==> config.mk <==
export PLATFORM = sky130hd
export DESIGN_NAME = fifo_ctrl
export DESIGN_NICKNAME = d
export VERILOG_FILES = /design/src/rtl/fifo_ctrl.sv
export SDC_FILE = /design/constraint.sdc
export NUM_CORES = 1
export LEC_CHECK = 0
export BUFFER_PORTS_ARGS = -buffer_cell sky130_fd_sc_hd__buf_4
export CORE_MARGIN = 5
export CORE_UTILIZATION = 54
export DETAILED_ROUTE_END_ITERATION = 10
export GPL_ROUTABILITY_DRIVEN = 0
export PLACE_DENSITY_LB_ADDON = 0.25
export SYNTH_ARGS = -nofsm -noshare
export SYNTH_HDL_FRONTEND = slang
export SYNTH_SLANG_ARGS = --single-unit
==> constraint.sdc <==
create_clock -name i_clk -period 5.33 [get_ports i_clk]
set_clock_uncertainty 0.1 [all_clocks]
set_input_delay 1.066 -clock i_clk [delete_from_list [all_inputs] [get_ports i_clk]]
set_output_delay 1.066 -clock i_clk [all_outputs]
set_load 0.05 [all_outputs]
==> src/rtl/fifo_ctrl.sv <==
// rtl/fifo_ctrl.sv - pointer, occupancy and status controller for a 16 x 9-bit FIFO array
module fifo_ctrl #(
    parameter int ADDR_W   = 4,
    parameter int AF_LEVEL = 12,
    parameter int AE_LEVEL = 4
) (
    input  logic              i_clk,
    input  logic              i_rst_n,
    input  logic              i_flush,
    input  logic              i_push,
    input  logic              i_pop,
    output logic              o_mem_we,
    output logic [ADDR_W-1:0] o_mem_waddr,
    output logic              o_mem_re,
    output logic [ADDR_W-1:0] o_mem_raddr,
    output logic [ADDR_W:0]   o_level,
    output logic              o_full,
    output logic              o_empty,
    output logic              o_almost_full,
    output logic              o_almost_empty,
    output logic              o_overflow,
    output logic              o_underflow
);

    localparam int            PTR_W   = ADDR_W + 1;
    localparam logic [ADDR_W:0] PTR_ONE = PTR_W'(1);
    localparam logic [ADDR_W:0] AF_THR  = PTR_W'(AF_LEVEL);
    localparam logic [ADDR_W:0] AE_THR  = PTR_W'(AE_LEVEL);

    logic [ADDR_W:0] r_wr_ptr;
    logic [ADDR_W:0] r_rd_ptr;
    logic            r_overflow;
    logic            r_underflow;

    logic [ADDR_W:0] w_level;
    logic            w_full;
    logic            w_empty;
    logic            w_push_ok;
    logic            w_pop_ok;
    logic            w_push_drop;
    logic            w_pop_drop;

    // Wrap bit distinguishes full from empty when the low address bits match.
    assign w_level = r_wr_ptr - r_rd_ptr;
    assign w_empty = (r_wr_ptr == r_rd_ptr);
    assign w_full  = (r_wr_ptr[ADDR_W-1:0] == r_rd_ptr[ADDR_W-1:0]) &&
                     (r_wr_ptr[ADDR_W] != r_rd_ptr[ADDR_W]);

    // Enables are gated by reset so the array is never written while held in reset.
    assign w_push_ok   = i_rst_n & i_push & ~i_flush & (~w_full | i_pop);
    assign w_pop_ok    = i_rst_n & i_pop & ~i_flush & ~w_empty;
    assign w_push_drop = i_push & ~i_flush & w_full & ~i_pop;
    assign w_pop_drop  = i_pop & ~i_flush & w_empty;

    always_ff @(posedge i_clk or negedge i_rst_n) begin
        if (!i_rst_n) begin
            r_wr_ptr    <= '0;
            r_rd_ptr    <= '0;
            r_overflow  <= 1'b0;
            r_underflow <= 1'b0;
        end else if (i_flush) begin
            r_wr_ptr    <= '0;
            r_rd_ptr    <= '0;
            r_overflow  <= 1'b0;
            r_underflow <= 1'b0;
        end else begin
            if (w_push_ok) begin
                r_wr_ptr <= r_wr_ptr + PTR_ONE;
            end
            if (w_pop_ok) begin
                r_rd_ptr <= r_rd_ptr + PTR_ONE;
            end
            if (w_push_drop) begin
                r_overflow <= 1'b1;
            end
            if (w_pop_drop) begin
                r_underflow <= 1'b1;
            end
        end
    end

    assign o_mem_we       = w_push_ok;
    assign o_mem_re       = w_pop_ok;
    assign o_mem_waddr    = r_wr_ptr[ADDR_W-1:0];
    assign o_mem_raddr    = r_rd_ptr[ADDR_W-1:0];
    assign o_level        = w_level;
    assign o_full         = w_full;
    assign o_empty        = w_empty;
    assign o_almost_full  = (w_level >= AF_THR);
    assign o_almost_empty = (w_level <= AE_THR);
    assign o_overflow     = r_overflow;
    assign o_underflow    = r_underflow;

endmodule

After elaboration in Yosys (flattened, before gate mapping)
Cells that the tools add are included.
{"block": "totals", "reg_bits": 12, "output_inout_bits": 21, "elab_cells": 41}
{"block": "op_classes", "n_addsub": 3, "magnitude_cmp": 2, "eq_ne": 3, "muxes": 8, "bitwise": 16, "reduce_logical": 5}
{"cell": "$mux W5", "n": 4}
{"cell": "$and A1 B1 Y1", "n": 11}
{"cell": "$add A5 B1 Y5 const B", "n": 2}
{"cell": "$reduce_bool A2 Y1", "n": 4}
{"cell": "$eq A5 B5 Y1", "n": 1}
{"cell": "$ge A5 B4 Y1 const B", "n": 1}
{"cell": "$le A5 B3 Y1 const B", "n": 1}
{"cell": "$sub A5 B5 Y5", "n": 1}
{"cell": "$eq A4 B4 Y1", "n": 1}
{"cell": "$mux W1", "n": 4}
{"cell": "$not A1 Y1", "n": 4}
{"cell": "$logic_and A1 B1 Y1", "n": 1}
{"cell": "$ne A1 B1 Y1", "n": 1}
{"cell": "$or A1 B1 Y1", "n": 1}

Logic depth before layout (Yosys ltp)
Gate-level depths: netlist of run 1.
{"block": "logic_depth", "word_depth": 7, "mapped_depth": 7, "depth_no_buf": 7}

Least setup slack after synthesis of run 1
OpenSTA, ideal clock, no wires.
{"block": "synth_timing", "path_kind": "register to output", "from": "register r_rd_ptr[1]", "to": "output o_almost_full", "arrival_ns": 2.489, "required_time_ns": 4.164, "slack_ns": 1.675, "path_stages_with_launch": 7, "path_buffers": 0, "path_cell_list": "dfrtp_1 inv_1 ha_1 nor2b_1 o21a_1 o21a_1 o32ai_1"}
{"block": "synth_via", "elab_chain_cells": 2}
{"item": "start: declaration", "line_no": "31", "rtl": "logic [ADDR_W:0] r_rd_ptr;"}
{"item": "start signal: assignment", "line_no": "71", "rtl": "r_rd_ptr <= r_rd_ptr + PTR_ONE;"}
{"item": "$sub A5 B5 Y5", "line_no": "44", "rtl": "assign w_level = r_wr_ptr - r_rd_ptr;"}
{"item": "$ge A5 B4 Y1", "line_no": "89", "rtl": "assign o_almost_full = (w_level >= AF_THR);"}
{"item": "end: declaration", "line_no": "19", "rtl": "output logic o_almost_full,"}
No other way between the ends.

Worst setup path in the final report of run 1
{"block": "layout_timing", "from": "register r_wr_ptr[0]", "to": "output o_almost_empty"}
{"block": "layout_via", "elab_chain_cells": 2}
{"item": "start: declaration", "line_no": "30", "rtl": "logic [ADDR_W:0] r_wr_ptr;"}
{"item": "start signal: assignment", "line_no": "68", "rtl": "r_wr_ptr <= r_wr_ptr + PTR_ONE;"}
{"item": "$sub A5 B5 Y5", "line_no": "44"}
{"item": "$le A5 B3 Y1", "line_no": "90", "rtl": "assign o_almost_empty = (w_level <= AE_THR);"}
{"item": "end: declaration", "line_no": "20", "rtl": "output logic o_almost_empty,"}
No other way between the ends.

==> metrics.yaml, run 1 <==
clock_network:
  clock_latency_ns: 0.28
  numClockSinks: 12
  ctsResizeCount: 0
  htreeDepth: 1
  cts_buffer_depth: 2
  clkSlewWorstSetupHoldPaths_ns: 0.08
  post_cts_buffers: 0
  cts_hold_buf: 0
  clockRootBuffer: "clkbuf_4"
  cts_made_buffers: 3
  cts_tree: "yes"
synth:
  async_flop_share_pct: 100
  yosys.area.top_type: "dfrtp_1"
  yosys_most_used_dff: "dfrtp_1"
  yosys-top-cells-area: "dfrtp_1 (33%), ha_1 (8.4%), buf_4 (6.7%), nor2_1 (5.4%), xnor2_1 (4.9%)"
  syn-mean-instance-area_um2: 9.06
  synthesis.nets: 111
  yosysTopAreaCellShare_pct: 33.5
  syn_inst: 99
  synthDistinctLibCells: 28
  yosysSeqAreaShare_pct: 33.5
  synth-edff-count: 0
  synth_area_um2: 897
  ys_ff_latch: 12
  yosysWarnings: 0
timing:
  setup_violations: 0
  hold_slack_ns: 0.403
  relSlewSlack_pct: 67.5
  fmax_mhz: 288
  slew_violations: 0
  rsz0062_at_grt: "false"
  finalSetupTns_ns: 0
  finalCriticalPeriod_ns: 3.47
  worst_slack_ns: 1.86
  hold_viol: 0
  final.period_utilization_pct: 65.1
  tightest_slew_ns: 0.486
worst_setup_path:
  crit_end: "o_almost_empty"
  ff2ff_setup_slack_ns: 3.31
  cp-end-kind: "primary output"
  cp_max_fo: 4
  max_stage_delay_ns: 0.40
  path_class: "register to primary output"
  arrival_ns: 2.30
  setup.worst_path.start: "r_wr_ptr[0]"
  critical-path-top-delay-family: "adder cells"
  r2r_start: "r_rd_ptr[3]"
  critical_path_buf_inv_count: 2
  worstSetupStartpointType: "register"
  reg2reg_to: "r_wr_ptr[1]"
  crit_chain: "inv_1 -> ha_1 -> fa_1 -> nor2b_1 -> o21ai_0 -> a21oi_1 -> o221a_2 -> buf_4"
  crit_required_ns: 4.16
  cp.depth: 8
  reg2reg_depth: 6
  cp_slowest_cell: "dfrtp_1"
floorplanning:
  dieHeight_um: 50.8
  fp.dieW_um: 50.8
  ios: 26
  rows: 14
  die-area_mm2: 0.00258
  start_util_pct: 58.2
  core_area_mm2: 0.00154
place:
  dp_hpwl_mm: 1.52
  dpl_cell_area_mm2: 0.00104
  port_buffers: 25
  dpl_worst_slack_ns: 2.17
final_layout:
  final_design_area_no_fill_mm2: 0.00107
  diodes: 0
  final_core_util_pct: 69.6
  area_delta_synth_final_pct: 19.5
  nets: 131
  drive_gt1_share_pct: 28.0
  final_common_cell: "buf_4"
  fill_cells: 117
  final_cell_mix: "buf_4 (25), nor2_1 (13), dfrtp_1 (12), inv_1 (11)"
detailed_routing:
  wl_met2_um: 984
  finalWirelength_mm: 1.87
  drt-met1-wl_um: 773
  drc: 0
  dr.max_layer_used: "met4"
  viasPerCell: 5.60
  drt_pass1_iterations: 4
  drt_iter0_markers: 6
  vias: 751
  wl_met3_um: 103
  ant_nets: 0
  wire_per_inst_um: 13.9
grt:
  track_usage_pct: 15.4
  grt_overflow: 0
  grt_max_degree: 18
  antenna_found_initial: 0
  grt_pass1_wl_mm: 3.16
  grt_pass1_vias: 730
power:
  power_frac_comb_pct: 26.7
  irDropWorstVdd_uv: 211
  power_per_cell_area_mw_per_mm2: 212
  seqPwrFrac_pct: 41.5
  power.internal_mw: 0.152
  p_leak_nw: 0.531
  p_sw_mw: 0.0747
  switching_share_pct: 32.9
  pwr-share-clk_pct: 31.8
outcome:
  status: "finished clean"
hold_path:
  hold_path.class: "register to register"
flow_run:
  maxCapViolCount: 0
-- worst register-to-register path: cells and delay by family, from the launching register on --
| kind | cells | cell delay [ns] |
|---|---|---|
| buf+inv | 1 | 0.09 |
| simple gates | 2 | 0.30 |
| mux | 1 | 0.24 |
| fa+ha+maj | 1 | 0.35 |
| flops | 1 | 0.39 |
| compound gates | 1 | 0.46 |
-- stage by stage --
stage,power (mW),instances
global placement,0.156,130
floorplan,0.139,99
detailed placement,0.157,130
global route,0.239,134
finish,0.227,134
CTS,0.230,134
-- power groups by stage --
| stage | clock network, mW | logic, mW | registers (mW) |
|---|---|---|---|
| finish | 0.0722 | 0.0607 | 0.0943 |
| global route | 0.0799 | 0.0647 | 0.0945 |
| CTS | 0.0745 | 0.0612 | 0.0943 |
| detailed placement | 0 | 0.0611 | 0.0961 |
| global placement | 0 | 0.0602 | 0.0960 |
| floorplan | 0 | 0.0410 | 0.0983 |
-- state kept, by name (all words and copies together) (netlist names) --
name / cells
r_rd_ptr: 5
o_overflow: 1
r_wr_ptr: 5
o_underflow: 1
-- cell type report --
cell class	count	area, µm²	share of cell area [%]
multi-input cells	66	487	45.4
flip-flops and latches	12	300	28.0
repair buffers	25	188	17.5
inverters	11	41.3	3.85
clock buffers	4	36.3	3.38
well taps	16	20.0	1.87
-- per-layer routing --
layer	up-vias	GRT usage, %
li1	373	-
met1	361	16.8
met2	15	28.7
met3	2	5.92
met4	0	1.28
met5	-	0
-- synth_stat cells (all sizes together), types with 2 or more instances --
library cell   n
ha             6
mux2i          2
or3            3
dfrtp         12
and4           2
inv           11
buf            8
nand3          2
xnor2          5
o21a           2
a21oi          6
nor3           3
o21ai          5
clkbuf         2
xor2           3
nor2          13
nor2b          3
o211ai         2
-- worst min path at each step --
stage	from	end	slack, ns	depth (start not counted)
2_1_floorplan	r_rd_ptr[4]	r_rd_ptr[4]	0.46	2
3_3_place_gp	o_overflow	o_overflow	0.38	2
3_5_place_dp	o_underflow	o_underflow	0.39	2
4_1_cts	o_overflow	o_overflow	0.41	2
5_1_grt	o_overflow	o_overflow	0.43	2
6_report	o_overflow	o_overflow	0.40	2
-- logic make-up (layout without fill, tap and decap cells) --
| group | count (synthesis) | in the layout | share of synthesized area, % |
|---|---|---|---|
| compound gates | 20 | 20 | 16.7 |
| xor+xnor | 8 | 8 | 7.81 |
| fa+ha+maj | 7 | 7 | 10.6 |
| buf+inv | 21 | 40 | 12.3 |
| flops | 12 | 12 | 33.5 |
| mux | 2 | 2 | 2.23 |
| simple gates | 29 | 29 | 16.9 |
Power figures use the tool's default switching activity.
==> run 2, diff against run 1 <==
--- a/config.mk
+++ b/config.mk
@@ -5,9 +5,10 @@
 export SDC_FILE = /design/constraint.sdc
 export NUM_CORES = 1
 export LEC_CHECK = 0
+export ABC_AREA = 1
 export BUFFER_PORTS_ARGS = -buffer_cell sky130_fd_sc_hd__buf_4
 export CORE_MARGIN = 5
-export CORE_UTILIZATION = 54
+export CORE_UTILIZATION = 47
 export DETAILED_ROUTE_END_ITERATION = 10
 export GPL_ROUTABILITY_DRIVEN = 0
 export PLACE_DENSITY_LB_ADDON = 0.25
==> constraint.sdc (replaced) <==
create_clock -name i_clk -period 3 [get_ports i_clk]
set_clock_uncertainty 0.1 [all_clocks]
set_input_delay 0.6 -clock i_clk [delete_from_list [all_inputs] [get_ports i_clk]]
set_output_delay 0.6 -clock i_clk [all_outputs]
set_load 0.05 [all_outputs]
==> metrics.yaml, run 2 <==
synth:
  synth-edff-count: 0  # unchanged
  syn-mean-instance-area_um2: 7.37  # -19%
  synth_commonest_cells: "nand2_1 (32), inv_1 (19), nand3_1 (16)"
  synthDistinctLibCells: 23  # -18%
  syn_inst: 137  # +38%
  yosys.area.top_type: "dfrtp_1"
  synth_area_mm2: 0.00101  # +13%
  ys_ff_latch: 12  # unchanged
  yosysMostFrequentCell: "nand2_1"
  yosys-top-cells-area: "dfrtp_1 (30%), nand2_1 (12%), nand3_1 (7.9%), ha_1 (7.4%), inv_1 (7.1%)"
  yosysTopAreaCellShare_pct: 29.7  # -3.7 points
  yosysWarnings: 0  # unchanged
  yosysSeqAreaShare_pct: 29.7  # -3.7 points
  yosys_most_used_dff: "dfrtp_1"
  async_flop_share_pct: 100  # unchanged
  synthesis.nets: 149  # +34%
worst_setup_path:
  cp_max_fo: 6  # +2
  cp-end-kind: "primary output"
  path_class: "register to primary output"
  crit_required_ns: 2.30  # -1.86 ns
  arrival_ns: 2.15  # -0.15 ns
  worstSetupStartpointType: "register"
clock_network:
  cts_made_buffers: 3  # unchanged
  clockRootBuffer: "clkbuf_4"
  cts_tree: "yes"
  cts_hold_buf: 0  # unchanged
  ctsResizeCount: 0  # unchanged
  clock_latency_ns: 0.29  # about the same
  clkSlewWorstSetupHoldPaths_ns: 0.08  # about the same
  cts_buffer_depth: 2  # unchanged
  numClockSinks: 12  # unchanged
  post_cts_buffers: 0  # unchanged
  htreeDepth: 1  # unchanged
timing:
  finalCriticalPeriod_ns: 2.85
  relSlewSlack_pct: 69.7  # +2.2 points
  fmax_mhz: 350
  final.period_utilization_pct: 95.1
  finalSetupTns_ns: 0  # unchanged
  tightest_slew_ns: 0.451  # -0.0348 ns
  setup_violations: 0  # unchanged
  rsz0062_at_grt: "false"
  hold_viol: 0  # unchanged
  slew_violations: 0  # unchanged
power:
  p_leak_nw: 0.712  # +34%
  power_per_cell_area_mw_per_mm2: 504  # +140%
  irDropWorstVdd_uv: 299  # +42%
detailed_routing:
  drc: 0  # unchanged
  vias: 909  # +21%
  finalWirelength_mm: 2.25  # +20%
  drt_pass1_iterations: 4  # unchanged
  wire_per_inst_um: 12.3  # -12%
  viasPerCell: 4.97  # -11%
  drt_iter0_markers: 18  # +12
  ant_nets: 0  # unchanged
final_layout:
  area_delta_synth_final_pct: 20.4
  nets: 169  # +29%
  final_core_util_pct: 60.8  # -8.8 points
  final_cell_mix: "nand2_1 (32), buf_4 (25), inv_1 (19), nand3_1 (16), dfrtp_1 (11)"
  diodes: 0  # unchanged
  top_regs: "r_rd_ptr: 5 flops, r_wr_ptr: 5 flops"
  final_common_cell: "nand2_1"
  drive_gt1_share_pct: 28.8  # +0.88 points
grt:
  grt_max_degree: 18  # unchanged
  track_usage_pct: 14.8  # -0.63 points
  grt_overflow: 0  # unchanged
  grt_pass1_vias: 831  # +14%
  antenna_found_initial: 0  # unchanged
  grt_pass1_wl_mm: 3.68  # +17%
floorplanning:
  rows: 16  # +2
  core_area_mm2: 0.00200  # +30%
  start_util_pct: 50.4  # -7.8 points
  dieHeight_um: 56.4  # +11%
  fp.dieW_um: 56.4  # +11%
  ios: 26  # unchanged
  die-area_mm2: 0.00318  # +23%
hold_path:
  hold_path.class: "input pin to asynchronous set/reset pin"
place:
  dp_hpwl_mm: 1.76  # +16%
  port_buffers: 25  # unchanged
flow_run:
  maxCapViolCount: 0  # unchanged
outcome:
  status: "finished clean"
## run 2: cell families (layout without fill, tap and decap cells)
kind of cell	Yosys count	count (layout)	share of synthesized area (%)
AOI/OAI and AO/OA	5	5	2.48
xor gates and xnor gates	7	7	6.07
adders and majority gates	7	7	9.42
buffers and inverters	33	52	15.5
DFF	12	12	29.7
and+or+nand+nor	73	73	36.8
## run 2: metal layers
metal	GRT usage, %	vias up	part of all wire (%)
met5	0	-	0
met4	8.14	0	2.1
met3	3.44	5	4.9
met2	24.4	20	49
met1	17.5	422	44
li1	-	462	-
## run 2: layout make-up
type / instances / area, µm²
clock buffer: 4 / 36.3
fill: 193 / 786
inverter: 23 / 86.3
multi-input combinational: 92 / 571
sequential: 12 / 302
tap: 27 / 33.8
timing repair buffer: 25 / 188
## run 2: where the power goes
group	internal, mW	switching (mW)
logic	0.0871	0.212
registers	0.168	0.00908
clock network	0.0741	0.0624
total	0.329	0.284
## run 2: worst max-delay path: stages, from the launching register on
cell and delay, ns:
dfrtp_2 0.41, inv_1 0.07, ha_1 0.23, fa_1 0.48, inv_1 0.04, o21ai_0 0.19, nand3_1 0.13, nor2_2 0.12
buf_4 0.19
## run 2: stage by stage
stage | power, mW | setup slack [ns] | instances | hold WS [ns] | area, µm²
floorplan | 0.404 | 0.110 | 137 | 0.204 | 1030
global placement | 0.477 | 0.483 | 179 | 0.358 | 1180
detailed placement | 0.481 | 0.419 | 179 | 0.359 | 1180
CTS | 0.616 | 0.0946 | 183 | 0.0453 | 1210
global route | 0.645 | 0.0325 | 183 | 0.0454 | 1220
finish | 0.613 | 0.146 | 183 | 0.0406 | 1220
## run 2: final timing paths
| kind | endpoint | from | slack, ns | cells past startpoint |
|---|---|---|---|---|
| setup / recovery | o_almost_empty | r_wr_ptr[0] | 0.15 | 8 |
| hold / removal | r_rd_ptr[4] | i_rst_n | 0.04 | 1 |
| setup reg to reg | r_rd_ptr[3] | r_rd_ptr[2] | 1.14 | 9 |
| hold reg to reg | o_overflow | o_overflow | 0.41 | 2 |
| max in group asynchronous | r_wr_ptr[0] | i_rst_n | 2.57 | 1 |
| min in group i_clk | o_overflow | o_overflow | 0.41 | 2 |
